===== config.mk =====
export PLATFORM = sky130hd
export DESIGN_NAME = pcm_sample_pacer
export DESIGN_NICKNAME = d
export VERILOG_FILES = /design/src/rtl/pcm_sample_pacer.sv
export SDC_FILE = /design/constraint.sdc
export NUM_CORES = 1
export LEC_CHECK = 0
export CORE_MARGIN = 10
export CORE_UTILIZATION = 57
export DETAILED_ROUTE_END_ITERATION = 16
export GPL_ROUTABILITY_DRIVEN = 0
export MAX_ROUTING_LAYER = met4
export PLACE_DENSITY = 0.86
export SLEW_MARGIN = 5
export SYNTH_ARGS = -nofsm -noshare
export SYNTH_HDL_FRONTEND = slang
export SYNTH_SLANG_ARGS = --single-unit
export TNS_END_PERCENT = 100

===== constraint.sdc =====
create_clock -name clk -period 5.4 [get_ports clk]
set_clock_uncertainty 0.2 [all_clocks]
set_input_delay 1.35 -clock clk [delete_from_list [all_inputs] [get_ports clk]]
set_output_delay 1.35 -clock clk [all_outputs]
set_load 0.02 [all_outputs]

===== src/rtl/pcm_sample_pacer.sv =====
// Sample-rate pacer between the 16-bit sample FIFO and the DAC: pops one word per
// sample tick, converts to offset-binary and ramps to midscale on underrun or stop.
module pcm_sample_pacer #(
  parameter int unsigned TICK_DIV  = 2000,
  parameter int unsigned RD_LAT    = 1,
  parameter bit          SIGNED_IN = 1'b1,
  parameter logic [15:0] RAMP_STEP = 16'h0100
) (
  input  logic        clk,
  input  logic        rst,
  input  logic        en,
  input  logic        fifo_empty,
  input  logic        fifo_prog,
  input  logic [15:0] fifo_dout,
  output logic        fifo_rd_en,
  output logic [15:0] pcm,
  output logic        sample_tick,
  output logic [1:0]  state,
  output logic [15:0] underrun_cnt
);

  localparam int unsigned DW    = 16;
  localparam int unsigned CNT_W = 16;

  localparam logic [DW-1:0]    MID       = 16'h8000;
  localparam logic [DW-1:0]    CNT_SAT   = 16'hFFFF;
  localparam logic [CNT_W-1:0] TICK_LAST = CNT_W'(TICK_DIV - 1);
  localparam logic [CNT_W-1:0] TICK_PRE  = CNT_W'(TICK_DIV - 2);
  // Pipeline stages that still hold a pop whose data has not been captured yet.
  localparam logic [1:0]       PEND_MASK = 2'((3'd1 << RD_LAT) - 3'd1);

  typedef enum logic [1:0] {
    IDLE    = 2'b00,
    PLAY    = 2'b01,
    STARVED = 2'b10,
    FADE    = 2'b11
  } state_t;

  state_t           st;
  logic [CNT_W-1:0] tick_cnt;
  logic [1:0]       rd_pipe;
  logic             cap_now;
  logic             cap_pend;
  logic             playing;
  logic             starve_tick;
  logic             ramp_tick;
  logic [DW-1:0]    pcm_in;

  // One step of RAMP_STEP toward midscale, clamped so it never crosses 16'h8000.
  function automatic logic [DW-1:0] ramp_to_mid(input logic [DW-1:0] v);
    logic [DW:0] t;
    t = {1'b0, v};
    ramp_to_mid = v;
    if (v > MID) begin
      t = {1'b0, v} - {1'b0, RAMP_STEP};
      ramp_to_mid = (t[DW] || (t < {1'b0, MID})) ? MID : t[DW-1:0];
    end else if (v < MID) begin
      t = {1'b0, v} + {1'b0, RAMP_STEP};
      ramp_to_mid = (t > {1'b0, MID}) ? MID : t[DW-1:0];
    end
  endfunction

  assign state       = st;
  assign playing     = (st == PLAY) || (st == STARVED);
  assign starve_tick = sample_tick && fifo_empty && playing;
  assign ramp_tick   = sample_tick && (((st == STARVED) && fifo_empty) || (st == FADE));
  assign cap_pend    = |(rd_pipe & PEND_MASK);
  assign pcm_in      = SIGNED_IN ? {~fifo_dout[DW-1], fifo_dout[DW-2:0]} : fifo_dout;

  // Pop decode uses the live empty flag so a word written during the tick cycle is not missed.
  always_comb begin
    fifo_rd_en = 1'b0;
    if (!rst && sample_tick && !fifo_empty && playing) begin
      fifo_rd_en = 1'b1;
    end
  end

  generate
    if (RD_LAT == 0) begin : g_cap_fwft
      assign cap_now = fifo_rd_en;
    end else begin : g_cap_reg
      assign cap_now = rd_pipe[RD_LAT-1];
    end
  endgenerate

  always_ff @(posedge clk) begin
    if (rst) begin
      tick_cnt     <= '0;
      sample_tick  <= 1'b0;
      rd_pipe      <= '0;
      pcm          <= MID;
      st           <= IDLE;
      underrun_cnt <= '0;
    end else begin
      tick_cnt    <= (tick_cnt == TICK_LAST) ? '0 : tick_cnt + CNT_W'(1);
      sample_tick <= (tick_cnt == TICK_PRE);
      rd_pipe     <= {rd_pipe[0], fifo_rd_en};

      if (cap_now) begin
        pcm <= pcm_in;
      end else if (ramp_tick) begin
        pcm <= ramp_to_mid(pcm);
      end

      if (starve_tick && (underrun_cnt != CNT_SAT)) begin
        underrun_cnt <= underrun_cnt + DW'(1);
      end

      case (st)
        IDLE: begin
          if (en && fifo_prog) st <= PLAY;
        end
        PLAY: begin
          if (!en) st <= FADE;
          else if (sample_tick && fifo_empty) st <= STARVED;
        end
        STARVED: begin
          if (!en) st <= FADE;
          else if (sample_tick && !fifo_empty) st <= PLAY;
        end
        FADE: begin
          // A pop issued just before the stop must land before we call it silent.
          if ((pcm == MID) && !cap_pend) st <= IDLE;
        end
        default: st <= IDLE;
      endcase
    end
  end

endmodule


* Word-level counts from Yosys, hierarchy flattened
Index checks and enable logic that the tools add are counted.
** Operators by class
- Add/subtract/negate cells :: 4
- Order comparisons :: 4
- Mux-type cells :: 14
- Equality and inequality tests :: 11
- Reduce and logical (&&, ||, !) cells :: 23
- Bitwise logic cells :: 1
** Operators with widths (number)
- $mux W16 :: 6
- $add A16 B1 Y16 const B :: 2
- $eq A16 B11 Y1 const B :: 2
- $add A16 B9 Y17 const B :: 1
- $gt A17 B16 Y1 const B :: 1
- $lt A17 B16 Y1 const B :: 1
- $sub A16 B9 Y17 const B :: 1
- $eq A16 B16 Y1 const B :: 1
- $gt A16 B16 Y1 const B :: 1
- $lt A16 B16 Y1 const B :: 1
- $ne A16 B16 Y1 const B :: 1
- $mux W2 :: 6
- $logic_and A1 B1 Y1 :: 11
- $pmux W2 S4 :: 1
- $ne A3 B2 Y1 const B :: 2
- $eq A2 B2 Y1 const B :: 2
- $reduce_and A4 Y1 :: 1
- $logic_not A1 Y1 :: 3
- $logic_or A1 B1 Y1 :: 3
- $reduce_bool A3 Y1 :: 1
- $eq A2 B1 Y1 const B :: 1
- $logic_not A2 Y1 :: 1
- $ne A2 B1 Y1 const B :: 1
- $ne A2 B2 Y1 const B :: 1
- other kinds (5) :: 5
** Storage, ports and cells
- Input port bits :: 21
- Register bits :: 52
- Word-level logic and storage cells :: 63
- Output and inout port bits :: 36

* Longest topological paths before layout
- Word-level depth :: 7
- Mapped depth :: 9
- Gate-level depth less buffers :: 7

* Worst setup path before layout
No wires, ideal clock.
- Path type :: in2out
- Start :: in rst
- End :: out fifo_rd_en
- Required time :: 3.850 ns
- Buffers on the path :: 2
- Stages :: 3
- Setup slack :: 1.601 ns
- Arrival :: 2.249 ns
- Cells stage by stage :: clkbuf_1 -> buf_1 -> nor3_1
** On the way
- Cells in the longest elaborated chain, start to end :: 5
** RTL lines
- start: declaration :: line 10 : input logic rst,
- $logic_not A1 Y1 :: line 73 : if (!rst && sample_tick && !fifo_empty && playing) begin
- $logic_and A1 B1 Y1 (3 in series) :: line 73
- $mux W1 :: line 73
- end: declaration :: line 15 : output logic fifo_rd_en,
No other way between the ends.

* Final worst setup path
- Start :: in fifo_empty
- End :: out fifo_rd_en
** On the way
- Cells in the longest elaborated chain, start to end :: 4
** RTL lines
- start: declaration :: line 12 : input logic fifo_empty,
- $logic_not A1 Y1 :: line 73
- $logic_and A1 B1 Y1 (2 in series) :: line 73
- $mux W1 :: line 73
No other way between the ends.

==> results.cfg <==
[status]
status = completed

[clock_network]
path_clk_slew_ps = 90
cts_tree = done
clk-insertion-delay-late_ps = 310
cts_setup_buffers = 0
cts-root-buf = clkbuf_8
cts_hold_buf = 0
max-clock-path-buffers = 2
numCtsBuffers = 5
cts_sinks = 52
h-tree-depth = 2
cts_resized = 0

[timing]
setup_violations = 0
grt_setup_unrepaired = false
timing.hold.ws_ps = 287
final_hold_viol_count = 0
fmax_mhz = 236
drv_slew = 0
worstMarginPinSlew_ps = 1110
period_needed_ps = 4240
setup_tns_ps = 0
relSlewSlack = 0.256
post-route-period-util = 0.785

[global_route]
overflow = 0
grt_start_max_net_pins = 36
track_usage = 0.185
grt_pass1_vias = 2789
grt_first_pass_wirelength_um = 13200
antenna_found_initial = 0

[route]
wl_um = 8010
initialDrtViolationCount = 105
postRouteAntennaNets = 0
drc_errors = 0
vias = 2914
firstDrtPassIters = 5
wl_per_cell_um = 16.3
vias_per_cell = 5.95

[synthesis]
syn_area_um2 = 3080
yosys.area.top_type = dfxtp_1
yosysTopAreaCellShare = 0.338
ys_types = 64
synth.yosys.warnings = 0
synth_flop_cell = dfxtp_1
ys_top_cells_by_count = 52 x dfxtp_1, 44 x nor2_1, 31 x nand2_1
async_flop_share = 0
synth.top_cells.by_area = dfxtp_1 34%, xnor2_1 6.8%, nor2_1 5.4%, ha_1 4.9%, a21oi_1 4.7%
syn_avg_cell_area_um2 = 8.19
synthCells = 376
synth_most_common_cell = dfxtp_1
synth_seq_area_share = 0.338
synth_edf_count = 0
syn_nets = 409
ys_seq_elements = 52

[worst_setup_path]
critPathKind = input port to output port
endpoint_kind = output port
r2r_start = pcm[8]
cpMostUsedCell = clkdlybuf4s50_1
path_delay_family = buffers and inverters
path_max_fanout = 6
cp_cell_sequence = clkdlybuf4s50_1, nor3_1, clkdlybuf4s50_1
crit_start = fifo_empty
slowest_stage = clkdlybuf4s50_1
worstPathArrival_ps = 2690
crit_required_ps = 3850
crit_buf_inv = 2
cpPeakStageDelay_ps = 630
start_kind = input port

[cells_and_area]
syn2layout_area_growth_pct = 22.3
nets = 453
seq_area_um2 = 1040
postLayoutCellArea_um2 = 3760
multi_input_area_um2 = 1880
drive_above_1_share = 0.0524
final.fill_count = 412
n_antenna_cell = 0
post_layout_nonfiller_instances = 490

[placement]
io_buffers = 56
placedInstanceArea_um2 = 3640
dpl.hpwl_um = 5730
place_inst = 483

[run]
maxCapViolations = 0

[floorplanning]
io_pins = 57
die-height_um = 93.5
start_util = 0.595
die_width_um = 93.5
core.rowCount = 26
core_um2 = 5170
die-area_um2 = 8740

[power_and_ir_drop]
p_sw_uw = 194
swShare = 0.238
pwr-share-comb = 0.132
power_frac_clock = 0.376
vdd_ir_drop_max_mv = 0.179
p_int_uw = 623
power_density_nw_per_um2 = 217
p_leak_nw = 1.32
pwr-share-seq = 0.492
total_power_uw = 818

[min_path]
hold_class = register to register
min_from = tick_cnt[0]
## worst paths after layout
kind,endpoint,slack (ps),cells after the start
setup / recovery,fifo_rd_en,1160,3
hold / removal,tick_cnt[0],290,1
setup reg to reg,pcm[1],2730,7
hold reg to reg,tick_cnt[0],290,1
## area by class of cell
cell class              instances  area share
clock buffers                   5      0.0183
clock inverters                 2      0.0160
well taps                      70      0.0233
flip-flops and latches         52       0.277
multi-input cells             289       0.500
inverters                      15      0.0150
repair buffers                 57       0.151
## metal layers
metal	global-route usage	wire (um)
met2	0.308	4040
met4	0.0656	169
met1	0.216	3390
met3	0.0384	402
met5	-	0
## cells by family after synthesis
| group | Yosys count | synth area share |
|---|---|---|
| muxes | 1 | 0.00325 |
| adders and majority gates | 12 | 0.0488 |
| and+or+nand+nor | 155 | 0.263 |
| xor gates and xnor gates | 32 | 0.0911 |
| AOI/OAI and AO/OA | 89 | 0.205 |
| buffers and inverters | 35 | 0.0500 |
| DFF | 52 | 0.338 |
## stage by stage
step	util	worst slack [ps]
floorplan	-	1600
global placement	0.703	1170
detailed placement	0.703	1150
CTS	0.728	1150
global route	0.728	1090
finish	0.728	1160
## worst register-to-register path, delay by kind of cell (launching register included)
family | cells | cell delay [ps]
adders and majority gates | 1 | 190
and+or+nand+nor | 2 | 550
DFF | 1 | 440
buffers and inverters | 1 | 170
AOI/OAI and AO/OA | 3 | 1030
## layout by cell type (no fill, tap or decap), types with 2 or more instances in the layout
cell | netlist | final
ha_1 | 12 | 12
and2_1 | 5 | 5
nand4_1 | 16 | 16
nand2_1 | 31 | 31
xor2_1 | 8 | 8
a31o_2 | 2 | 2
and4_1 | 6 | 6
bufinv_16 | 0 | 2
a221oi_2 | 2 | 2
a211oi_1 | 9 | 9
nor3_1 | 8 | 8
nand3_1 | 13 | 13
clkdlybuf4s50_1 | 0 | 56
a21boi_0 | 2 | 2
and3_1 | 9 | 9
o21ai_0 | 8 | 8
nor4_1 | 6 | 6
nor2_1 | 44 | 44
xnor2_1 | 24 | 24
dfxtp_1 | 52 | 52
a22oi_1 | 5 | 5
o211ai_1 | 5 | 5
a21oi_1 | 29 | 29
nand2b_1 | 2 | 2
inv_1 | 15 | 15
nor3b_1 | 2 | 2
a21o_1 | 2 | 2
nor4_2 | 3 | 3
clkbuf_8 | 0 | 5
a221o_1 | 2 | 2
o21ai_1 | 3 | 3
## flip-flops by register name, summed over array words and instances (netlist names)
name          cells
tick_cnt         16
rd_pipe           1
underrun_cnt     16
state             2
pcm              16
sample_tick       1
## power groups by stage
stage                     combinational (mW)  sequential [mW]  clock [mW]
after floorplan                       0.0572            0.414           0
after global placement                 0.101            0.411           0
after detailed placement               0.106            0.410           0
after CTS                              0.107            0.402       0.311
after global routing                   0.120            0.404       0.326
final                                  0.108            0.402       0.308
Note: power is estimated with default switching activity, not from simulation.
